===== config.mk =====
export PLATFORM = sky130hd
export DESIGN_NAME = hazard_stall_controller
export DESIGN_NICKNAME = d
export VERILOG_FILES = /design/src/rtl/hazard_stall_controller.sv
export SDC_FILE = /design/constraint.sdc
export NUM_CORES = 1
export LEC_CHECK = 0
export CAP_MARGIN = 10
export CORE_MARGIN = 5
export CORE_UTILIZATION = 43
export DETAILED_ROUTE_END_ITERATION = 10
export PLACE_DENSITY = 0.79
export RECOVER_POWER = 50
export SLEW_MARGIN = 25
export SYNTH_ARGS = -nofsm -noshare
export SYNTH_HDL_FRONTEND = slang
export SYNTH_SLANG_ARGS = --single-unit

===== constraint.sdc =====
create_clock -name clk -period 2.4 [get_ports clk]
set_clock_uncertainty 0.15 [all_clocks]
set_input_delay 0.36 -clock clk [delete_from_list [all_inputs] [get_ports clk]]
set_output_delay 0.36 -clock clk [all_outputs]
set_load 0.02 [all_outputs]

===== src/rtl/hazard_stall_controller.sv =====
// Load-use hazard and stall controller for the ID stage: inserts bubbles for
// loads feeding the next instruction, freezes on memory busy, flushes on branches.
module hazard_stall_controller #(
    parameter int REG_ADDR_W        = 5,
    parameter int LOAD_STALL_CYCLES = 1,
    parameter int ZERO_REG_EXEMPT   = 1,
    parameter int PERF_W            = 16
) (
    input  logic                  clk,
    input  logic                  reset,
    input  logic                  ID_EX_MemRead,
    input  logic [REG_ADDR_W-1:0] ID_EX_RegisterRt,
    input  logic [REG_ADDR_W-1:0] IF_ID_RegisterRs,
    input  logic [REG_ADDR_W-1:0] IF_ID_RegisterRt,
    input  logic                  IF_ID_UsesRs,
    input  logic                  IF_ID_UsesRt,
    input  logic                  branch_taken,
    input  logic                  mem_busy,
    input  logic                  perf_clr,
    output logic                  PCWrite,
    output logic                  IF_ID_Write,
    output logic                  stall_mux,
    output logic                  IF_ID_Flush,
    output logic                  pipe_freeze,
    output logic                  stall_active,
    output logic [PERF_W-1:0]     stall_cycles
);

    localparam int REM_W = $clog2(LOAD_STALL_CYCLES + 1);

    typedef enum logic {
        IDLE,
        LOAD_STALL
    } state_t;

    state_t            state_q, state_d;
    logic [REM_W-1:0]  rem_q, rem_d;
    logic [PERF_W-1:0] stallCycles_q, stallCycles_d;

    logic rsMatch;
    logic rtMatch;
    logic zeroOk;
    logic haz;
    logic bubble;

    assign rsMatch = IF_ID_UsesRs && (ID_EX_RegisterRt == IF_ID_RegisterRs);
    assign rtMatch = IF_ID_UsesRt && (ID_EX_RegisterRt == IF_ID_RegisterRt);
    assign zeroOk  = (ZERO_REG_EXEMPT == 0) || (ID_EX_RegisterRt != '0);
    assign haz     = ID_EX_MemRead && (rsMatch || rtMatch) && zeroOk;
    // Once in LOAD_STALL the bubble continues regardless of what now sits in ID/EX.
    assign bubble  = (state_q == LOAD_STALL) || haz;

    always_comb begin
        state_d       = state_q;
        rem_d         = rem_q;
        stallCycles_d = stallCycles_q;
        PCWrite       = 1'b1;
        IF_ID_Write   = 1'b1;
        stall_mux     = 1'b1;
        IF_ID_Flush   = 1'b0;
        pipe_freeze   = 1'b0;
        stall_active  = 1'b0;

        if (!reset) begin
            if (mem_busy) begin
                PCWrite     = 1'b0;
                IF_ID_Write = 1'b0;
                pipe_freeze = 1'b1;
            end else if (bubble) begin
                PCWrite      = 1'b0;
                IF_ID_Write  = 1'b0;
                stall_mux    = 1'b0;
                stall_active = 1'b1;
                if (stallCycles_q != '1) begin
                    stallCycles_d = stallCycles_q + 1'b1;
                end
                if (state_q == IDLE) begin
                    if (LOAD_STALL_CYCLES > 1) begin
                        state_d = LOAD_STALL;
                        rem_d   = REM_W'(LOAD_STALL_CYCLES - 1);
                    end
                end else begin
                    rem_d = rem_q - 1'b1;
                    if (rem_q == REM_W'(1)) begin
                        state_d = IDLE;
                    end
                end
            end else begin
                IF_ID_Flush = branch_taken;
            end

            if (perf_clr) begin
                stallCycles_d = '0;
            end
        end
    end

    always_ff @(posedge clk) begin
        if (reset) begin
            state_q       <= IDLE;
            rem_q         <= '0;
            stallCycles_q <= '0;
        end else begin
            state_q       <= state_d;
            rem_q         <= rem_d;
            stallCycles_q <= stallCycles_d;
        end
    end

    assign stall_cycles = stallCycles_q;

endmodule

Word level (Yosys, flattened, before mapping)
Index checks and enable logic that the tools add are counted.
{"block": "word_totals", "wordCells": 35, "out_inout_bits": 22, "input_bits": 23, "regBits": 18}
{"block": "op_classes", "eq_ne": 3, "mux": 15, "reduce_logical": 11, "bitwise": 1, "add_sub_neg": 2}
{"operator": "16-bit by 1-bit adder with 16-bit output, second input constant", "count": 1}
{"operator": "16-bit inequality test, second input constant", "count": 1}
{"operator": "1-bit 2-to-1 mux", "count": 15}
{"operator": "5-bit == test", "count": 2}
{"operator": "3-bit AND reduction", "count": 2}
{"operator": "5-bit nonzero test", "count": 1}
{"operator": "1-bit logical AND", "count": 4}
{"operator": "1-bit logical OR", "count": 2}
{"operator": "2-bit AND reduction", "count": 1}
{"operator": "2-bit OR reduction", "count": 1}
{"operator": "1-bit NOT", "count": 1}
{"operator": "1-bit subtractor, second input constant", "count": 1}

Longest topological paths before layout
{"block": "logic_depth", "ltp_word": 9, "mapped_depth": 7, "ltp_nobuf": 7}

Worst setup path before layout
No wires, ideal clock.
{"block": "synth_path", "path_type": "input to output", "from": "in ID_EX_RegisterRt[1]", "to": "out PCWrite", "stages": 7, "required_ns": 1.890, "n_path_buf": 2, "arrival_ns": 1.780, "slack_ns": 0.110, "path_cell_list": "or4_1 o21ai_2 inv_2 a21oi_4 buf_6 a21o_2 buf_4"}
{"block": "synth_via", "elab_chain_len": 9, "elab_cells_between_ends": 12}
{"element": "from (decl)", "line_no": "12", "rtl": "input logic [REG_ADDR_W-1:0] ID_EX_RegisterRt,"}
{"element": "5-bit == test (on tied branches)", "line_no": "46, 47"}
{"element": "1-bit logical AND (on tied branches)", "line_no": "46, 47"}
{"element": "1-bit logical OR", "line_no": "49", "rtl": "assign haz = ID_EX_MemRead && (rsMatch || rtMatch) && zeroOk;"}
{"element": "1-bit logical AND", "line_no": "49"}
{"element": "1-bit logical AND (*)", "line_no": "49"}
{"element": "1-bit logical OR (*)", "line_no": "51", "rtl": "assign bubble = (state_q == LOAD_STALL) || haz;"}
{"element": "1-bit 2-to-1 mux (*) (3 in series)"}
{"element": "to (decl)", "line_no": "20", "rtl": "output logic PCWrite,"}
Every way passes the cells marked *; elsewhere a longest branch is shown, timed or not.

Final worst setup path
{"block": "layout_path", "from": "in ID_EX_RegisterRt[3]", "to": "out IF_ID_Flush"}
{"block": "layout_via", "elab_chain_len": 9, "elab_cells_between_ends": 12}
{"element": "5-bit == test (on tied branches)", "line_no": "46, 47"}
{"element": "1-bit logical AND (on tied branches)", "line_no": "46, 47"}
{"element": "1-bit logical OR", "line_no": "49"}
{"element": "1-bit logical AND", "line_no": "49"}
{"element": "1-bit logical AND (*)", "line_no": "49"}
{"element": "1-bit logical OR (*)", "line_no": "51"}
{"element": "1-bit 2-to-1 mux (*)", "line_no": "69", "rtl": "end else if (bubble) begin"}
{"element": "1-bit 2-to-1 mux (*)", "line_no": "65", "rtl": "if (mem_busy) begin"}
{"element": "1-bit 2-to-1 mux (*)", "line_no": "64", "rtl": "if (!reset) begin"}
{"element": "to (decl)", "line_no": "23", "rtl": "output logic IF_ID_Flush,"}
Marked as above.

==> impl_metrics.tcl <==
set metrics [dict create \
    first_global_vias 1269 \
    worst-path-max-fanout 4 \
    avgSynthCellArea_sq_um 8.52 \
    synth_fp_nets 163 \
    dp_hpwl_um 2690 \
    fin_crit_sh 0.972 \
    syn_area_sq_um 1180 \
    synthMuxAreaShare 0.0507 \
    cts_tree "built" \
    grtUsageMet2 0.343 \
    period_minus_slack_ns 2.33 \
    swShare 0.248 \
    leakagePower_nw 0.680 \
    nets 223 \
    top_usage_layer "met2" \
    combPwrFrac 0.189 \
    overflow 0 \
    tightest_slew_ns 0.443 \
    clkTransAtPathRegs_ns 0.10 \
    ir_worst_vdd_v 0.000288 \
    port_buffers 44 \
    die_area_sq_um 3900 \
    setup_slack_ns 0.0673 \
    synth_compound_area_frac 0.145 \
    num_rows 19 \
    die_h_um 62.5 \
    first_iter_violations 34 \
    synth_top_family_by_area "simple AND/OR/NAND/NOR gates" \
    nFillCells 249 \
    drc_errors 0 \
    clk_latency_ns 0.29 \
    grtUsageMet3 0.0360 \
    grt_first_pass_wirelength_um 6110 \
    synth-main-ff-cell "dfxtp_1" \
    ios 45 \
    required_ns 1.89 \
    rsz0062_at_grt "yes" \
    fmax_ghz 0.429 \
    start_util 0.441 \
    ff_latch_area_sq_um 360 \
    synth_edf_count 0 \
    synthCells 139 \
    drive_above_1_share 0.258 \
    place.gp.congestion 0.831 \
    post-place-ws_ns -0.743 \
    ys_ff_latch 18 \
    p_sw_w 0.000149 \
    syn2layout_area_growth_pct 48.4 \
    wl_per_cell_um 15.5 \
    die_width_um 62.5 \
    drv_cap 0 \
    cts.sinks 18 \
    synth-simple-area-share 0.340 \
    p_total_w 0.000602 \
    cts.htree.levels 1 \
    end_kind "primary output" \
    outcome "complete, no violations" \
    start_kind "input port" \
    cts_buffer_depth 2 \
    hold_path_class "reg2reg" \
    track_usage 0.187 \
    antenna_found_initial 0 \
    p_int_w 0.000452 \
    cp.arrival_ns 1.82 \
    crit_type "in2out" \
    setup_violations 0 \
    yosysWarningCount 0 \
    vias 1254 \
    hold_viol 0 \
    first_pass_iters 4 \
    cts_root_buf "clkbuf_4" \
    core_area_sq_um 2690 \
    synth_cell_type_count 42 \
    ant_nets 0 \
    via_per_inst 5.48 \
    synth_fa_ha_area_frac 0.0106 \
    numCtsBuffers 3 \
    ys_async_sr_fraction 0 \
    ys_seq_area_frac 0.304 \
    wl_um 3540 \
    synthXorXnorAreaFrac 0.0962 \
    grt_max_degree 17 \
    multi_input_area_sq_um 783 \
    seqPwrFrac 0.497 \
    use_met1 0.220 \
    powerDensity_nw_per_um2 342 \
    diodes 0 \
    power_frac_clock 0.315 \
    slew_viol_final 0 \
    max-slew-margin-rel 0.704 \
    fin_hold_ws_ns 0.330 \
]
-- cell type report --
type | count | share of cell area
multi-input cells | 112 | 0.446
repair buffers | 60 | 0.298
flip-flops and latches | 18 | 0.205
well taps | 31 | 0.0221
inverters | 4 | 0.00855
clock buffers | 4 | 0.0207
-- synthesized netlist by cell type, types with 2 or more instances --
library cell  count  area, sq um
or4_1             6         45.0
xor2_1            3         26.3
inv_1             3         11.3
mux2i_1           6         60.1
and3_1            2         12.5
or3_2             3         22.5
xnor2_1          10         87.6
nor4_2            3         37.5
o31ai_1           4         30.0
nor4_1            3         18.8
nand3_1          10         50.1
nand4_1           3         18.8
dfxtp_1          18          360
buf_6             2         22.5
nor2_1            9         33.8
or3_1             6         37.5
o21ai_0           2         10.0
nand2_1          17         63.8
a21oi_1           6         30.0
-- cells in the final DEF, fill, tap and decap left out, types with 5 or more instances in the layout --
master and n:
a21oi_1 5, nor2_1 9, buf_2 5, xnor2_1 10, mux2i_1 6, clkdlybuf4s50_1 6, dlygate4sd2_1 11, nand3_1 10
buf_4 16, dfxtp_1 18, nand2_1 17, dlygate4sd3_1 17, or3_1 6
-- power groups by stage --
stage                     Clock (W)  Sequential [W]  Combinational (W)
after detailed placement          0        0.000306           0.000120
final                      0.000189        0.000299           0.000114
after global placement            0        0.000306           0.000117
after global routing       0.000208        0.000299           0.000122
after CTS                  0.000196        0.000299           0.000114
after floorplan                   0        0.000306          0.0000511
-- timing repair --
action,CTS,global route
hold buffers,0,0
pin swaps,15,8
gates resized for setup,53,6
endpoints found under the setup margin,6,3
cloned,0,0
buffers inserted,2,1
-- sequential cells by signal, summed over array words and instances, names as in the netlist --
| name | count |
|---|---|
| stall_cycles | 16 |
| state_q | 1 |
| rem_q | 1 |
-- per-layer routing --
metal / routed length (um) / share of wire
met5: 0 / 0
met3: 201 / 0.057
met1: 1450 / 0.41
met4: 61 / 0.017
met2: 1830 / 0.52
-- path summary, 6_finish.rpt --
| check | startpoint | end | slack, ns | cells after the start |
|---|---|---|---|---|
| max | ID_EX_RegisterRt[3] | IF_ID_Flush | 0.07 | 7 |
| min | rem_q | state_q | 0.33 | 1 |
| max reg2reg | stall_cycles[0] | stall_cycles[6] | 0.28 | 6 |
| min reg2reg | rem_q | state_q | 0.33 | 1 |
-- logic make-up after synthesis --
group,after synthesis
simple gates,70
flops,18
compound gates,22
fa+ha+maj,1
xor+xnor,13
buf+inv,9
mux,6
-- through the flow --
stage	setup TNS (ns)	cells	instance area, sq um	util
CTS	-0.000964	228	1750	0.651
floorplan	0	139	1180	-
global placement	-4.28	222	1710	0.638
finish	0	229	1760	0.654
global route	-0.000218	229	1760	0.654
detailed placement	-5.72	222	1710	0.638
-- worst max-delay path: stages --
cell and delay (ns):
buf_2 0.13, or4_4 0.54, o21ai_4 0.15, inv_2 0.06, a21oi_4 0.16, and4bb_2 0.29
buf_6 0.12
Note: power is estimated with default switching activity, not from simulation.
